**src/rtl/eif_pkg.sv**
```systemverilog
// Shared definitions for the EIF neuron scheduler.
//   sched_state_t   : sweep FSM encoding
//   THR_*_DEF       : default threshold-adaptation constants
//   idx_width()     : neuron-index width for a given neuron count
package eif_pkg;

    typedef enum logic [1:0] {
        S_IDLE,
        S_LOAD,
        S_UPDATE,
        S_DONE
    } sched_state_t;

    localparam int unsigned THR_INIT_DEF = 200;
    localparam int unsigned THR_DEC_DEF  = 10;
    localparam int unsigned THR_INC_DEF  = 1;
    localparam int unsigned THR_MIN_DEF  = 20;
    localparam int unsigned THR_MAX_DEF  = 250;

    function automatic int unsigned idx_width(input int unsigned n);
        return (n < 2) ? 1 : $clog2(n);
    endfunction

endpackage

```
**src/rtl/eif_neuron_scheduler_if.sv**
```systemverilog
// Handshake bundle between stimulus front-end, scheduler and spike consumer.
//   start/busy/done               : timestep control
//   cur_valid/cur_ready/cur_data  : input current stream, one word per neuron idx
//   idx                           : neuron currently being served
//   spk_valid/spk_ready/spk_id    : spike-event stream (FIFO head)
// master = environment side, slave = scheduler side.
interface eif_neuron_scheduler_if
    import eif_pkg::*;
#(
    parameter int unsigned N_NEURONS = 8,
    parameter int unsigned W         = 8
);
    localparam int unsigned IW = idx_width(N_NEURONS);

    logic          start;
    logic          busy;
    logic          done;
    logic          cur_valid;
    logic          cur_ready;
    logic [W-1:0]  cur_data;
    logic [IW-1:0] idx;
    logic          spk_valid;
    logic          spk_ready;
    logic [IW-1:0] spk_id;

    modport master (
        output start, cur_valid, cur_data, spk_ready,
        input  busy, done, cur_ready, idx, spk_valid, spk_id
    );

    modport slave (
        input  start, cur_valid, cur_data, spk_ready,
        output busy, done, cur_ready, idx, spk_valid, spk_id
    );

endinterface

```
**src/rtl/eif_neuron_scheduler_fifo.sv**
```systemverilog
// spike_event_fifo: synchronous FIFO for spike events.
//   clk, rst (sync, active-high)
//   push/din  : write; accepted when not full, or when full with a pop in the same cycle
//   pop/dout  : read; dout is the head, stable until popped
//   full/empty/count : occupancy
module spike_event_fifo #(
    parameter int unsigned WIDTH = 3,
    parameter int unsigned DEPTH = 4
) (
    input  logic                       clk,
    input  logic                       rst,
    input  logic                       push,
    input  logic                       pop,
    input  logic [WIDTH-1:0]           din,
    output logic [WIDTH-1:0]           dout,
    output logic                       full,
    output logic                       empty,
    output logic [$clog2(DEPTH+1)-1:0] count
);
    localparam int unsigned AW = (DEPTH > 1) ? $clog2(DEPTH) : 1;
    localparam int unsigned CW = $clog2(DEPTH + 1);

    logic [WIDTH-1:0] mem [DEPTH];
    logic [AW-1:0]    wr_ptr;
    logic [AW-1:0]    rd_ptr;
    logic             wr_en;
    logic             rd_en;

    assign full  = (count == CW'(DEPTH));
    assign empty = (count == '0);
    assign rd_en = pop && !empty;
    assign wr_en = push && (!full || rd_en);
    assign dout  = mem[rd_ptr];

    function automatic logic [AW-1:0] ptr_next(input logic [AW-1:0] p);
        return (p == AW'(DEPTH - 1)) ? '0 : p + AW'(1);
    endfunction

    always_ff @(posedge clk) begin
        if (rst) begin
            wr_ptr <= '0;
            rd_ptr <= '0;
            count  <= '0;
        end else begin
            if (wr_en) wr_ptr <= ptr_next(wr_ptr);
            if (rd_en) rd_ptr <= ptr_next(rd_ptr);
            case ({wr_en, rd_en})
                2'b10:   count <= count + CW'(1);
                2'b01:   count <= count - CW'(1);
                default: count <= count;
            endcase
        end
    end

    always_ff @(posedge clk) begin
        if (wr_en) mem[wr_ptr] <= din;
    end

endmodule

```
**src/rtl/eif_neuron_scheduler.sv**
```systemverilog
// eif_neuron_scheduler: one adaptive-threshold EIF update datapath shared by
// N_NEURONS virtual neurons. A start pulse sweeps neurons 0..N-1; each neuron
// takes one current word (LOAD) and is updated (UPDATE); spiking neuron ids are
// queued in a FIFO for the downstream consumer.
//   clk  : rising-edge clock
//   rst  : synchronous, active-high reset
//   bus  : eif_neuron_scheduler_if.slave (start/busy/done, current stream,
//          idx, spike-event stream)
module eif_neuron_scheduler
    import eif_pkg::*;
#(
    parameter int unsigned N_NEURONS  = 8,
    parameter int unsigned W          = 8,
    parameter int unsigned THR_INIT   = THR_INIT_DEF,
    parameter int unsigned THR_DEC    = THR_DEC_DEF,
    parameter int unsigned THR_INC    = THR_INC_DEF,
    parameter int unsigned THR_MIN    = THR_MIN_DEF,
    parameter int unsigned THR_MAX    = THR_MAX_DEF,
    parameter int unsigned FIFO_DEPTH = 4
) (
    input logic                   clk,
    input logic                   rst,
    eif_neuron_scheduler_if.slave bus
);
    localparam int unsigned  IW   = idx_width(N_NEURONS);
    localparam int unsigned  CW   = $clog2(FIFO_DEPTH + 1);
    localparam logic [IW-1:0] LAST = IW'(N_NEURONS - 1);

    sched_state_t  state;
    logic [IW-1:0] idx_q;
    logic [W-1:0]  cur_q;
    logic          busy_q;
    logic          done_q;
    logic          cur_ready_q;

    logic [W-1:0]  v_mem   [N_NEURONS];
    logic [W-1:0]  thr_mem [N_NEURONS];

    logic          fifo_push;
    logic          fifo_pop;
    logic          fifo_full;
    logic          fifo_empty;
    logic [IW-1:0] fifo_dout;
    logic [CW-1:0] fifo_count;

    logic [W-1:0]  s_cur;
    logic [W-1:0]  t_cur;
    logic [W:0]    v_sum;
    logic [W:0]    t_sum;
    logic [W-1:0]  v_next;
    logic [W-1:0]  thr_next;
    logic          spike;
    logic          stall;

    assign bus.busy      = busy_q;
    assign bus.done      = done_q;
    assign bus.cur_ready = cur_ready_q;
    assign bus.idx       = idx_q;
    assign bus.spk_valid = !fifo_empty;
    assign bus.spk_id    = fifo_dout;

    assign fifo_pop  = !fifo_empty && bus.spk_ready;
    // A full FIFO only blocks the spike write-back if nothing leaves this cycle.
    assign stall     = (state == S_UPDATE) && spike && fifo_full && !fifo_pop;
    assign fifo_push = (state == S_UPDATE) && spike && !stall;

    // Neuron update: compare against the pre-update state, then either reset
    // and lower the threshold, or integrate (saturating) and raise it.
    always_comb begin
        s_cur    = v_mem[idx_q];
        t_cur    = thr_mem[idx_q];
        spike    = (s_cur >= t_cur);
        v_sum    = {1'b0, s_cur} + {1'b0, cur_q};
        t_sum    = {1'b0, t_cur} + (W+1)'(THR_INC);
        v_next   = '0;
        thr_next = t_cur;
        if (spike) begin
            v_next   = '0;
            thr_next = ({1'b0, t_cur} >= (W+1)'(THR_MIN + THR_DEC)) ? t_cur - W'(THR_DEC)
                                                                   : W'(THR_MIN);
        end else begin
            v_next   = v_sum[W] ? '1 : v_sum[W-1:0];
            thr_next = (t_sum > (W+1)'(THR_MAX)) ? W'(THR_MAX) : t_sum[W-1:0];
        end
    end

    always_ff @(posedge clk) begin
        if (rst) begin
            state       <= S_IDLE;
            idx_q       <= '0;
            cur_q       <= '0;
            busy_q      <= 1'b0;
            done_q      <= 1'b0;
            cur_ready_q <= 1'b0;
            for (int unsigned i = 0; i < N_NEURONS; i++) begin
                v_mem[i]   <= '0;
                thr_mem[i] <= W'(THR_INIT);
            end
        end else begin
            case (state)
                S_IDLE: begin
                    if (bus.start) begin
                        state       <= S_LOAD;
                        idx_q       <= '0;
                        busy_q      <= 1'b1;
                        cur_ready_q <= 1'b1;
                    end
                end
                S_LOAD: begin
                    if (bus.cur_valid && cur_ready_q) begin
                        cur_q       <= bus.cur_data;
                        cur_ready_q <= 1'b0;
                        state       <= S_UPDATE;
                    end
                end
                S_UPDATE: begin
                    if (!stall) begin
                        v_mem[idx_q]   <= v_next;
                        thr_mem[idx_q] <= thr_next;
                        if (idx_q == LAST) begin
                            state  <= S_DONE;
                            done_q <= 1'b1;
                        end else begin
                            idx_q       <= idx_q + IW'(1);
                            cur_ready_q <= 1'b1;
                            state       <= S_LOAD;
                        end
                    end
                end
                S_DONE: begin
                    done_q <= 1'b0;
                    busy_q <= 1'b0;
                    idx_q  <= '0;
                    state  <= S_IDLE;
                end
                default: state <= S_IDLE;
            endcase
        end
    end

    // Occupancy flags and count must describe the same FIFO state.
    always_ff @(posedge clk) begin
        if (!rst) begin
            assert (fifo_full == (fifo_count == CW'(FIFO_DEPTH)));
            assert (fifo_empty == (fifo_count == '0));
        end
    end

    spike_event_fifo #(
        .WIDTH (IW),
        .DEPTH (FIFO_DEPTH)
    ) u_fifo (
        .clk   (clk),
        .rst   (rst),
        .push  (fifo_push),
        .pop   (fifo_pop),
        .din   (idx_q),
        .dout  (fifo_dout),
        .full  (fifo_full),
        .empty (fifo_empty),
        .count (fifo_count)
    );

endmodule

```
**src/flat_wrapper.sv**
```systemverilog
// flat-port wrapper written by rule: the top's interface ports become plain ports
module eif_neuron_scheduler_flat import eif_pkg::*;
#(
    parameter int unsigned N_NEURONS  = 8,
    parameter int unsigned W          = 8,
    parameter int unsigned THR_INIT   = THR_INIT_DEF,
    parameter int unsigned THR_DEC    = THR_DEC_DEF,
    parameter int unsigned THR_INC    = THR_INC_DEF,
    parameter int unsigned THR_MIN    = THR_MIN_DEF,
    parameter int unsigned THR_MAX    = THR_MAX_DEF,
    parameter int unsigned FIFO_DEPTH = 4
)
  (clk, rst, bus_start, bus_cur_valid, bus_cur_data, bus_spk_ready, bus_busy, bus_done, bus_cur_ready, bus_idx, bus_spk_valid, bus_spk_id);
  eif_neuron_scheduler_if #(.N_NEURONS(N_NEURONS), .W(W)) bus_i ();
  input logic clk;
  input logic rst;
  input wire logic [$bits(bus_i.start)-1:0] bus_start;
  input wire logic [$bits(bus_i.cur_valid)-1:0] bus_cur_valid;
  input wire logic [$bits(bus_i.cur_data)-1:0] bus_cur_data;
  input wire logic [$bits(bus_i.spk_ready)-1:0] bus_spk_ready;
  output wire logic [$bits(bus_i.busy)-1:0] bus_busy;
  output wire logic [$bits(bus_i.done)-1:0] bus_done;
  output wire logic [$bits(bus_i.cur_ready)-1:0] bus_cur_ready;
  output wire logic [$bits(bus_i.idx)-1:0] bus_idx;
  output wire logic [$bits(bus_i.spk_valid)-1:0] bus_spk_valid;
  output wire logic [$bits(bus_i.spk_id)-1:0] bus_spk_id;
  assign bus_i.start = bus_start;
  assign bus_i.cur_valid = bus_cur_valid;
  assign bus_i.cur_data = bus_cur_data;
  assign bus_i.spk_ready = bus_spk_ready;
  assign bus_busy = bus_i.busy;
  assign bus_done = bus_i.done;
  assign bus_cur_ready = bus_i.cur_ready;
  assign bus_idx = bus_i.idx;
  assign bus_spk_valid = bus_i.spk_valid;
  assign bus_spk_id = bus_i.spk_id;
  eif_neuron_scheduler #(.N_NEURONS(N_NEURONS), .W(W), .THR_INIT(THR_INIT), .THR_DEC(THR_DEC), .THR_INC(THR_INC), .THR_MIN(THR_MIN), .THR_MAX(THR_MAX), .FIFO_DEPTH(FIFO_DEPTH)) u_core (.clk(clk), .rst(rst), .bus(bus_i));
endmodule
```
**config.mk**
```make
export PLATFORM = sky130hd
export DESIGN_NAME = eif_neuron_scheduler_flat
export DESIGN_NICKNAME = d
export VERILOG_FILES = /design/src/rtl/eif_pkg.sv /design/src/rtl/eif_neuron_scheduler_if.sv /design/src/rtl/eif_neuron_scheduler_fifo.sv /design/src/rtl/eif_neuron_scheduler.sv /design/src/flat_wrapper.sv
export SDC_FILE = /design/constraint.sdc
export NUM_CORES = 1
export LEC_CHECK = 0
export BUFFER_PORTS_ARGS = -buffer_cell sky130_fd_sc_hd__buf_2
export CORE_ASPECT_RATIO = 1.4
export CORE_MARGIN = 10
export CORE_UTILIZATION = 60
export CTS_CLUSTER_SIZE = 30
export DETAILED_ROUTE_END_ITERATION = 8
export GPL_ROUTABILITY_DRIVEN = 0
export PLACE_DENSITY_LB_ADDON = 0.3
export SYNTH_ARGS = -nofsm -noshare
export SYNTH_HDL_FRONTEND = slang
export SYNTH_SLANG_ARGS = --single-unit
export TNS_END_PERCENT = 50
```
**constraint.sdc**
```tcl
create_clock -name clk -period 14.55 [get_ports clk]
set_clock_uncertainty 0.15 [all_clocks]
set_input_delay 2.91 -clock clk [delete_from_list [all_inputs] [get_ports clk]]
set_output_delay 2.91 -clock clk [all_outputs]
set_load 0.05 [all_outputs]
```
**Word level (Yosys, flattened, before mapping)**

Memory sizes are Yosys's and may differ from the RTL's. A register that Yosys moved wholly into a read port is not among the register bits.
Cells that the tools add are included.

- Register bits: 23
- Latch bits: 0
- Bits in writable memories: 140
- Memory bits (read-only): 0
- Input bits: 13
- Output and inout port bits: 10
- Word-level logic and storage cells: 111
- Memories kept: 3

- Add/sub/neg operators: 8
- Multipliers: 0
- Divide/modulo/power cells: 0
- Order comparisons: 3
- Eq/ne operators: 14
- Shifts and indexed selects: 0
- Multiplexer cells: 46
- Bitwise logic cells: 0
- Reduce and logical (&&, ||, !) cells: 28

Memory list:

| name | words | width | read ports | clocked after Yosys merged registers in | write ports | RTL line | source |
|---|---|---|---|---|---|---|---|
| u_core.thr_mem | 8 | 8 | 1 | 1 | 8 | eif_neuron_scheduler.sv:37 | `logic [W-1:0] thr_mem [N_NEURONS];` |
| u_core.v_mem | 8 | 8 | 1 | 1 | 8 | eif_neuron_scheduler.sv:36 | `logic [W-1:0] v_mem [N_NEURONS];` |
| u_core.u_fifo.mem | 4 | 3 | 1 | 1 | 1 | eif_neuron_scheduler_fifo.sv:23 | `logic [WIDTH-1:0] mem [DEPTH];` |

Operator list:

| operator | count |
|---|---|
| 8-bit 2-to-1 mux | 7 |
| 3-bit 2-to-1 mux | 9 |
| 1-bit 2-to-1 mux | 16 |
| 2-bit 2-to-1 mux | 8 |
| 8-bit OR reduction | 2 |
| 2-bit equality test (second input constant) | 5 |
| 8-bit by 1-bit adder with 9-bit output (second input constant) | 1 |
| 8-bit by 8-bit adder with 9-bit output | 1 |
| 9-bit by 8-bit greater-than comparator with 1-bit output (second input constant) | 1 |
| 3-bit one-hot mux with 3 select lines | 1 |
| 8-bit by 5-bit >= comparator with 1-bit output (second input constant) | 1 |
| 8-bit >= comparator | 1 |
| 1-bit logical AND | 8 |
| 2-bit inequality test (second input constant) | 4 |
| 2-bit one-hot mux with 4 select lines | 1 |
| 8-bit by 4-bit subtractor with 8-bit output (second input constant) | 1 |
| 3-bit by 1-bit adder with 3-bit output (second input constant) | 2 |
| 3-bit equality test (second input constant) | 2 |
| 3-bit one-hot mux with 2 select lines | 1 |
| 3-bit AND reduction | 2 |
| 2-bit nonzero test | 3 |
| 3-bit nonzero test | 2 |
| 5-bit AND reduction | 1 |
| 2-bit by 1-bit adder with 2-bit output (second input constant) | 2 |
| other kinds (11) | 17 |

**Logic depth before layout (Yosys ltp)**

Gate-level depths: netlist of the first run.

- Word-level depth: 11
- Mapped depth: 21
- Mapped depth without buffers: 16

**Hierarchy**

Synthesis of the first run repeated with hierarchy kept, for this count alone.

- Cell total of the unflattened synthesis: 709
- Area total of the unflattened synthesis: 8,552.0 um2

Modules (own cells, without submodules):

| module | times used | cells an instance | area each (um2) | sequential area each (um2) |
|---|---|---|---|---|
| eif_neuron_scheduler | 1 | 629 | 7,546.0 | 4,224.1 |
| spike_event_fifo | 1 | 80 | 1,006.0 | 540.5 |

**Least setup slack after synthesis of the first run**

OpenSTA, ideal clock, no wires.

- Kind: input-to-reg
- Start point: input bus_spk_ready
- End point: register u_core.u_fifo.count[2]
- Library setup time: 71 ps
- Data arrival time: 5,063 ps
- Required time: 14,329 ps
- Setup slack: 9,266 ps
- Cell stages on the path: 10
- Buffers on the path: 1
- Cells stage by stage: or4b_2 -> and3_1 -> clkbuf_1 -> inv_1 -> ha_1 -> inv_1 -> fa_1 -> xor2_1 -> or3_1 -> a21oi_1

- Cells in the longest elaborated chain, start to end: 8
- Elaborated cells between the ends (all ways): 12
- Those cells by class: eq/ne: 2; mux: 1; reduce/logical: 9

Ends and longest elaborated chain:

| element | RTL line | source |
|---|---|---|
| start: declaration | flat_wrapper.sv:20 | `input wire logic [$bits(bus_i.spk_ready)-1:0] bus_spk_ready;` |
| 1-bit logical AND (*) | eif_neuron_scheduler.sv:62 | `assign fifo_pop = !fifo_empty && bus.spk_ready;` |
| 1-bit logical NOT | eif_neuron_scheduler.sv:64 | `assign stall = (state == S_UPDATE) && spike && fifo_full && !fifo_pop;` |
| 1-bit logical AND | eif_neuron_scheduler.sv:64 |  |
| 1-bit logical NOT | eif_neuron_scheduler.sv:65 | `assign fifo_push = (state == S_UPDATE) && spike && !stall;` |
| 1-bit logical AND | eif_neuron_scheduler.sv:65 |  |
| 1-bit logical AND | eif_neuron_scheduler_fifo.sv:32 | `assign wr_en = push && (!full \|\| rd_en);` |
| 2-bit by 1-bit equality test with 1-bit output / 2-bit equality test (equally long branches) | eif_neuron_scheduler_fifo.sv:47 | `case ({wr_en, rd_en})` |
| 3-bit one-hot mux with 2 select lines / 2-bit nonzero test (equally long branches) | -- |  |
| end signal: assignment | eif_neuron_scheduler_fifo.sv:48 | `2'b10: count <= count + CW'(1);` |
| end signal: assignment | eif_neuron_scheduler_fifo.sv:49 | `2'b01: count <= count - CW'(1);` |
| end signal: assignment | eif_neuron_scheduler_fifo.sv:50 | `default: count <= count;` |
| end: declaration | eif_neuron_scheduler_fifo.sv:18 | `output logic [$clog2(DEPTH+1)-1:0] count` |

Every way passes the cells marked *; elsewhere a longest branch is shown, timed or not.
A chain may end at the register's enable or synchronous reset.

==> run metrics, run 1 <==
asr flop ratio synth 0%; clock tree buffer depth 2; Die Area 19800 um^2; Cells after Synth between 700 and 800; vias in the first global route 5826; Worst setup SP type input pin; PD cells roughly 130 nW/um^2; # DRC 0; Netlist cell types 75; Syn Area/Cell 12.3 um^2; number of flops mapped to enable cells by yosys 140; DR pass1 iterations 5; worst min-delay path class reg2reg; final setup vio count 0; hpwl dp 15300 um; # diodes 0; Yosys Warn Count 0; PortBufs 22; Worst Tran Pin Value 1.24 ns; unrepaired setup endpoints after global routing false; Iter 0 DRT Violations 404; Die Width roughly 120 um; later-pin clock latency in the skew report 0.44 ns; post_cts resized 0; cell area after layout 9510 um^2; kind of critical path in2reg; post-synthesis register bit count 168; CTS Buf Count 17; Tmin final 5.52 ns; first-pass GRT wire length about 32000 um; maximum fanout along the worst path 16; final WL 20900 um; H-tree Lvls 4; WP data required 14.41 ns; clock sinks 168; layout cells sized above 1 a little under a fifth; via count 5846; wire per inst 22.5 um; fin nets 775; MaxCap Viol Count 0; Max Freq 181 MHz; core area 14300 um^2; Starting Density 60.8%; Post-synth top flop edfxtp_1; # IOs 23; row count 52; Tot GR Track Use 21.6%; Reg clk slew, reported paths 0.07 ns; Worst EP arrival 5.39 ns; VDD IR-drop max 0.0913 mV; synthesized cell area roughly 8700 um^2; minimum hold slack 0.329 ns; CTS tree done; Final Hold Fails 0; Detail Route Antenna Nets 0; antenna violations before repair 0; CTS root buf clkbuf_16; status completed; Fin Setup TNS 0 ns; max-slew violations 0; Post-CTS Setup Bufs 0; chip height 162 um; critical path capture point type flop; dpl cell area 8930 um^2; Layout area overhead 9.33%; Tot Pwr 1.23 mW; max_slew headroom 16.8%; Net Count, Synth between 700 and 800; Hold Buf Count CTS 0; gr ovfl total 0; Lkg Pwr 3.27 nW; largest net degree at the start of global routing 37; Seq/Total Area, Yosys 54.8%; Vias per Instance 6.29; Final Cycle Share about 38%
per-layer routing:
layer / share of wire [%] / vias up / global-route usage [%] / wire (um)
met5: 0 / - / 0 / 0
met4: 4.4 / 0 / 11.0 / 911
met3: 4.0 / 65 / 3.37 / 845
met2: 57 / 253 / 40.8 / 11900
met1: 35 / 2855 / 22.1 / 7270
li1: - / 2673 / - / -
final timing paths:
kind	startpoint	endpoint	slack, ns	depth (start not counted)
setup reg to reg	flop	u_core.u_fifo.count[2]	9.17	16
setup / recovery	bus_spk_ready	u_core.v_mem[4][7]	9.03	6
hold reg to reg	u_core.bus.busy	u_core.bus.busy	0.33	2
hold / removal	u_core.bus.busy	u_core.bus.busy	0.33	2
sequential cells by signal, summed over array words and instances (netlist names), named ones only:
register,flops
u_core.thr_mem,64
u_core.v_mem,64
u_core.u_fifo.mem,12
u_core.cur_q,8
u_core.bus.idx,3
u_core.u_fifo.count,3
u_core.state,2
u_core.u_fifo.rd_ptr,2
u_core.u_fifo.wr_ptr,2
u_core.bus.busy,1
u_core.bus.cur_ready,1
u_core.bus.done,1
layout make-up:
| cell class | instances | area, um^2 |
|---|---|---|
| Clock inverter | 14 | 148 |
| Multi-Input combinational cell | 485 | 3680 |
| Inverter | 28 | 105 |
| Sequential cell | 168 | 4770 |
| Timing Repair Buffer | 27 | 148 |
| Clock buffer | 18 | 429 |
| Fill cell | 1051 | 4800 |
| Tap cell | 189 | 236 |
where the power goes:
group          switching (mW)  leakage [nW]  total (mW)  internal, mW
combinational           0.158          1.41       0.238        0.0797
clock                   0.212         0.277       0.441         0.229
sequential             0.0140          1.58       0.554         0.540
total                   0.384          3.27        1.23         0.849
stage by stage:
stage	util, %	cells	setup WS [ns]
4_1_cts	66.5	929	9.00
6_report	66.5	929	9.03
2_1_floorplan	-	706	9.27
3_5_place_dp	62.4	897	8.57
3_3_place_gp	62.4	897	8.65
5_1_grt	66.5	929	8.83
logic make-up after synthesis:
kind of cell,count (synthesis),share of synthesized area [%]
AND/OR/NAND/NOR,290,15.9
flip-flops,168,54.8
AO/OA/AOI/OAI,89,7.34
multiplexers,65,13.2
buffers and inverters,53,2.95
adder cells (fa/ha/maj),35,5.21
XOR/XNOR,6,0.604
cell usage in the layout, fill, tap and decap left out, drive strengths merged, types with 3 or more instances in the layout:
master  instances
mux2i          21
nand4           4
or4             5
a21oi          26
nor2          128
nor4            8
mux4           35
nor3           14
a22oi           4
xnor2           3
or3             3
buf            27
ha             33
clkinv          3
nand2b         14
edfxtp        140
o221ai          3
a211oi          4
nand2          66
or2             8
nor2b           5
and2            7
nand3          16
inv            37
mux2            9
o31ai           8
dfxtp          28
nor3b           6
o211ai          4
clkbuf         18
o21a            3
o21ai          14
a31oi           3
xor2            3
cell usage after synthesis (all sizes together), types with 3 or more instances:
cell | count | area share [%]
a211oi | 4 | 0.35
a21oi | 26 | 1.5
a22oi | 4 | 0.52
a31oi | 3 | 0.22
and2 | 7 | 0.53
buf | 14 | 1.3
clkbuf | 11 | 0.47
dfxtp | 28 | 6.4
edfxtp | 140 | 48
ha | 33 | 4.7
inv | 28 | 1.2
mux2 | 9 | 1.2
mux2i | 21 | 2.9
mux4 | 35 | 9.1
nand2 | 66 | 2.8
nand2b | 14 | 1.0
nand3 | 16 | 0.92
nand4 | 4 | 0.36
nor2 | 128 | 5.7
nor2b | 5 | 0.36
nor3 | 14 | 0.81
nor3b | 6 | 0.58
nor4 | 8 | 1.0
o211ai | 4 | 0.40
o21a | 3 | 0.26
o21ai | 14 | 0.81
o221ai | 3 | 0.37
o31ai | 8 | 0.69
or2 | 8 | 0.58
or3 | 3 | 0.22
or4 | 5 | 0.43
xnor2 | 3 | 0.30
xor2 | 3 | 0.30
critical path, stage by stage:
cell and delay (ns):
buf_2 0.11, or4b_2 0.63, or2_2 0.34, nor2_1 0.66, or4_1 0.29, nand2b_1 0.44
Note: power is estimated with default switching activity, not from simulation.
==> run 2, diff against run 1 <==
==> constraint.sdc (replaced) <==
create_clock -name clk -period 5.1 [get_ports clk]
set_clock_uncertainty 0.15 [all_clocks]
set_input_delay 1.02 -clock clk [delete_from_list [all_inputs] [get_ports clk]]
set_output_delay 1.02 -clock clk [all_outputs]
set_load 0.05 [all_outputs]
==> run metrics, run 2 (synthesized netlist as in run 1, its figures left out) <==
Final Cycle Share 91.9%; Clk pwr share 36.4%; maximum fanout along the worst path 22; Fill cells 1029; gr ovfl total 0; unrepaired setup endpoints after global routing false; PD cells 367 nW/um^2; vias in the first global route 6203; Worst setup SP type flop; post_cts resized 0; Lkg Pwr 3.45 nW; Reg clk slew, reported paths roughly 0.070 ns; status completed; CTS tree done; kind of critical path reg2reg; final WL 21400 um; layout cells sized above 1 around 22%; Flop pwr share 44.4%; Crit path buffers/inverters 3; CP max-delay cell dfxtp_1; Fin Setup TNS 0 ns; PortBufs 22; switching part of the total 29.2%; Detail Route Antenna Nets 0; worst min-delay path class reg2reg; Max Freq around 210 MHz; largest net degree at the start of global routing 31; fin nets 806; Worst Tran Pin Value approximately 0.97 ns; Worst EP arrival 4.89 ns; H-tree Lvls 4; critical path capture point type flop; Int Power 2.54 mW; Tot GR Track Use 22.3%; max_slew headroom 35.3%; Die Width 122 um; WP data required 5.31 ns; antenna violations before repair 0; NetSw between 1 and 1.5 mW; Vias per Instance around 6.3; Tmin final 4.68 ns; CTS root buf clkbuf_16; # diodes 0; wire per inst ~22 um; MaxCap Viol Count 0; Starting Density 60.8%; final setup vio count 0; DR pass1 iterations 5; Die Area 19800 um^2; clock sinks 168; VDD IR-drop max 0.274 mV; chip height about 160 um; row count 52; combinational share of power a little under a fifth; clock tree buffer depth 2; Setup WS post-layout 0.415 ns; via count 6001; first-pass GRT wire length 33500 um; # DRC 0; Layout area overhead 12.4%; CTS Buf Count 17; hpwl dp ~15000 um; critical path's top delay family flip-flops; Place WS 0.267 ns; Final Hold Fails 0; core area 14300 um^2; Post-CTS Setup Bufs 0; most frequent cells in the layout edfxtp_1, nor2_1, nand2_1; Hold Buf Count CTS 0; # IOs 23; Largest regs u_core.thr_mem x64, u_core.v_mem x64, u_core.u_fifo.mem x12; max-slew violations 0; Critical Path, Cell by Cell buf_4 -> mux2_2 -> ha_1 -> a211oi_1 -> o21ai_1 -> a41oi_2 -> nor2_1 -> and3_1 -> inv_1 -> ha_1 -> inv_1 -> fa_1 -> xor2_1 -> or3_1 -> a21oi_1; crit-path max cell delay about 0.96 ns; later-pin clock latency in the skew report 0.43 ns; commonest non-fill, non-tap cell in the layout edfxtp_1; Iter 0 DRT Violations 645
## run 2: cell count changes in the layout (fill, tap and decap cells not counted), sizes merged
| cell | delta |
|---|---|
| bufinv | +1 |
| buf | +31 |
| inv | -2 |
| clkbuf | +1 |
## run 2: power by group through the flow
stage          registers (mW)  logic (mW)  clock network (mW)
2_1_floorplan            1.62       0.466                   0
5_1_grt                  1.60       0.739                1.38
3_3_place_gp             1.62       0.652                   0
3_5_place_dp             1.62       0.674                   0
4_1_cts                  1.59       0.680                1.31
6_report                 1.59       0.688                1.31
## run 2: area by class of cell
type | count | area, um^2 | area share (%)
Clock buffer | 19 | 475 | 4.86
Multi-Input combinational cell | 485 | 3680 | 37.7
Sequential cell | 168 | 4770 | 48.8
Inverter | 28 | 105 | 1.07
Tap cell | 189 | 236 | 2.42
Clock inverter | 13 | 130 | 1.33
Timing Repair Buffer | 58 | 380 | 3.89
## run 2: path summary, 6_finish.rpt
path / slack, ns / cells after the start / from / endpoint
worst min register to register: 0.35 / 2 / u_core.bus.busy / u_core.bus.busy
worst min-delay path: 0.35 / 2 / u_core.bus.busy / u_core.bus.busy
worst max register to register: 0.42 / 15 / flop / u_core.u_fifo.count[2]
worst max-delay path: 0.42 / 15 / flop / u_core.u_fifo.count[2]
## run 2: metrics by stage
step                total power [mW]  cells  area [um^2]  util [%]  hold slack, ns
floorplan                       2.08    706         8700         -           0.304
global placement                2.27    928         9170      64.0           0.317
detailed placement              2.29    928         9170      64.0           0.337
global route                    3.71    960         9780      68.3           0.380
finish                          3.59    960         9780      68.3           0.345
CTS                             3.58    960         9770      68.3           0.347
## run 2: routing by layer
metal	part of all wire, %	routed length (um)	track usage [%]
met1	36	7780	25.7
met3	7.0	1510	4.23
met2	53	11400	39.3
met5	0	0	0
met4	3.5	741	9.84
## run 2: worst min-delay path, stage by stage (launching register included)
cell and delay, ns:
dfxtp_1 0.32, o21ai_0 0.07, a21oi_1 0.06
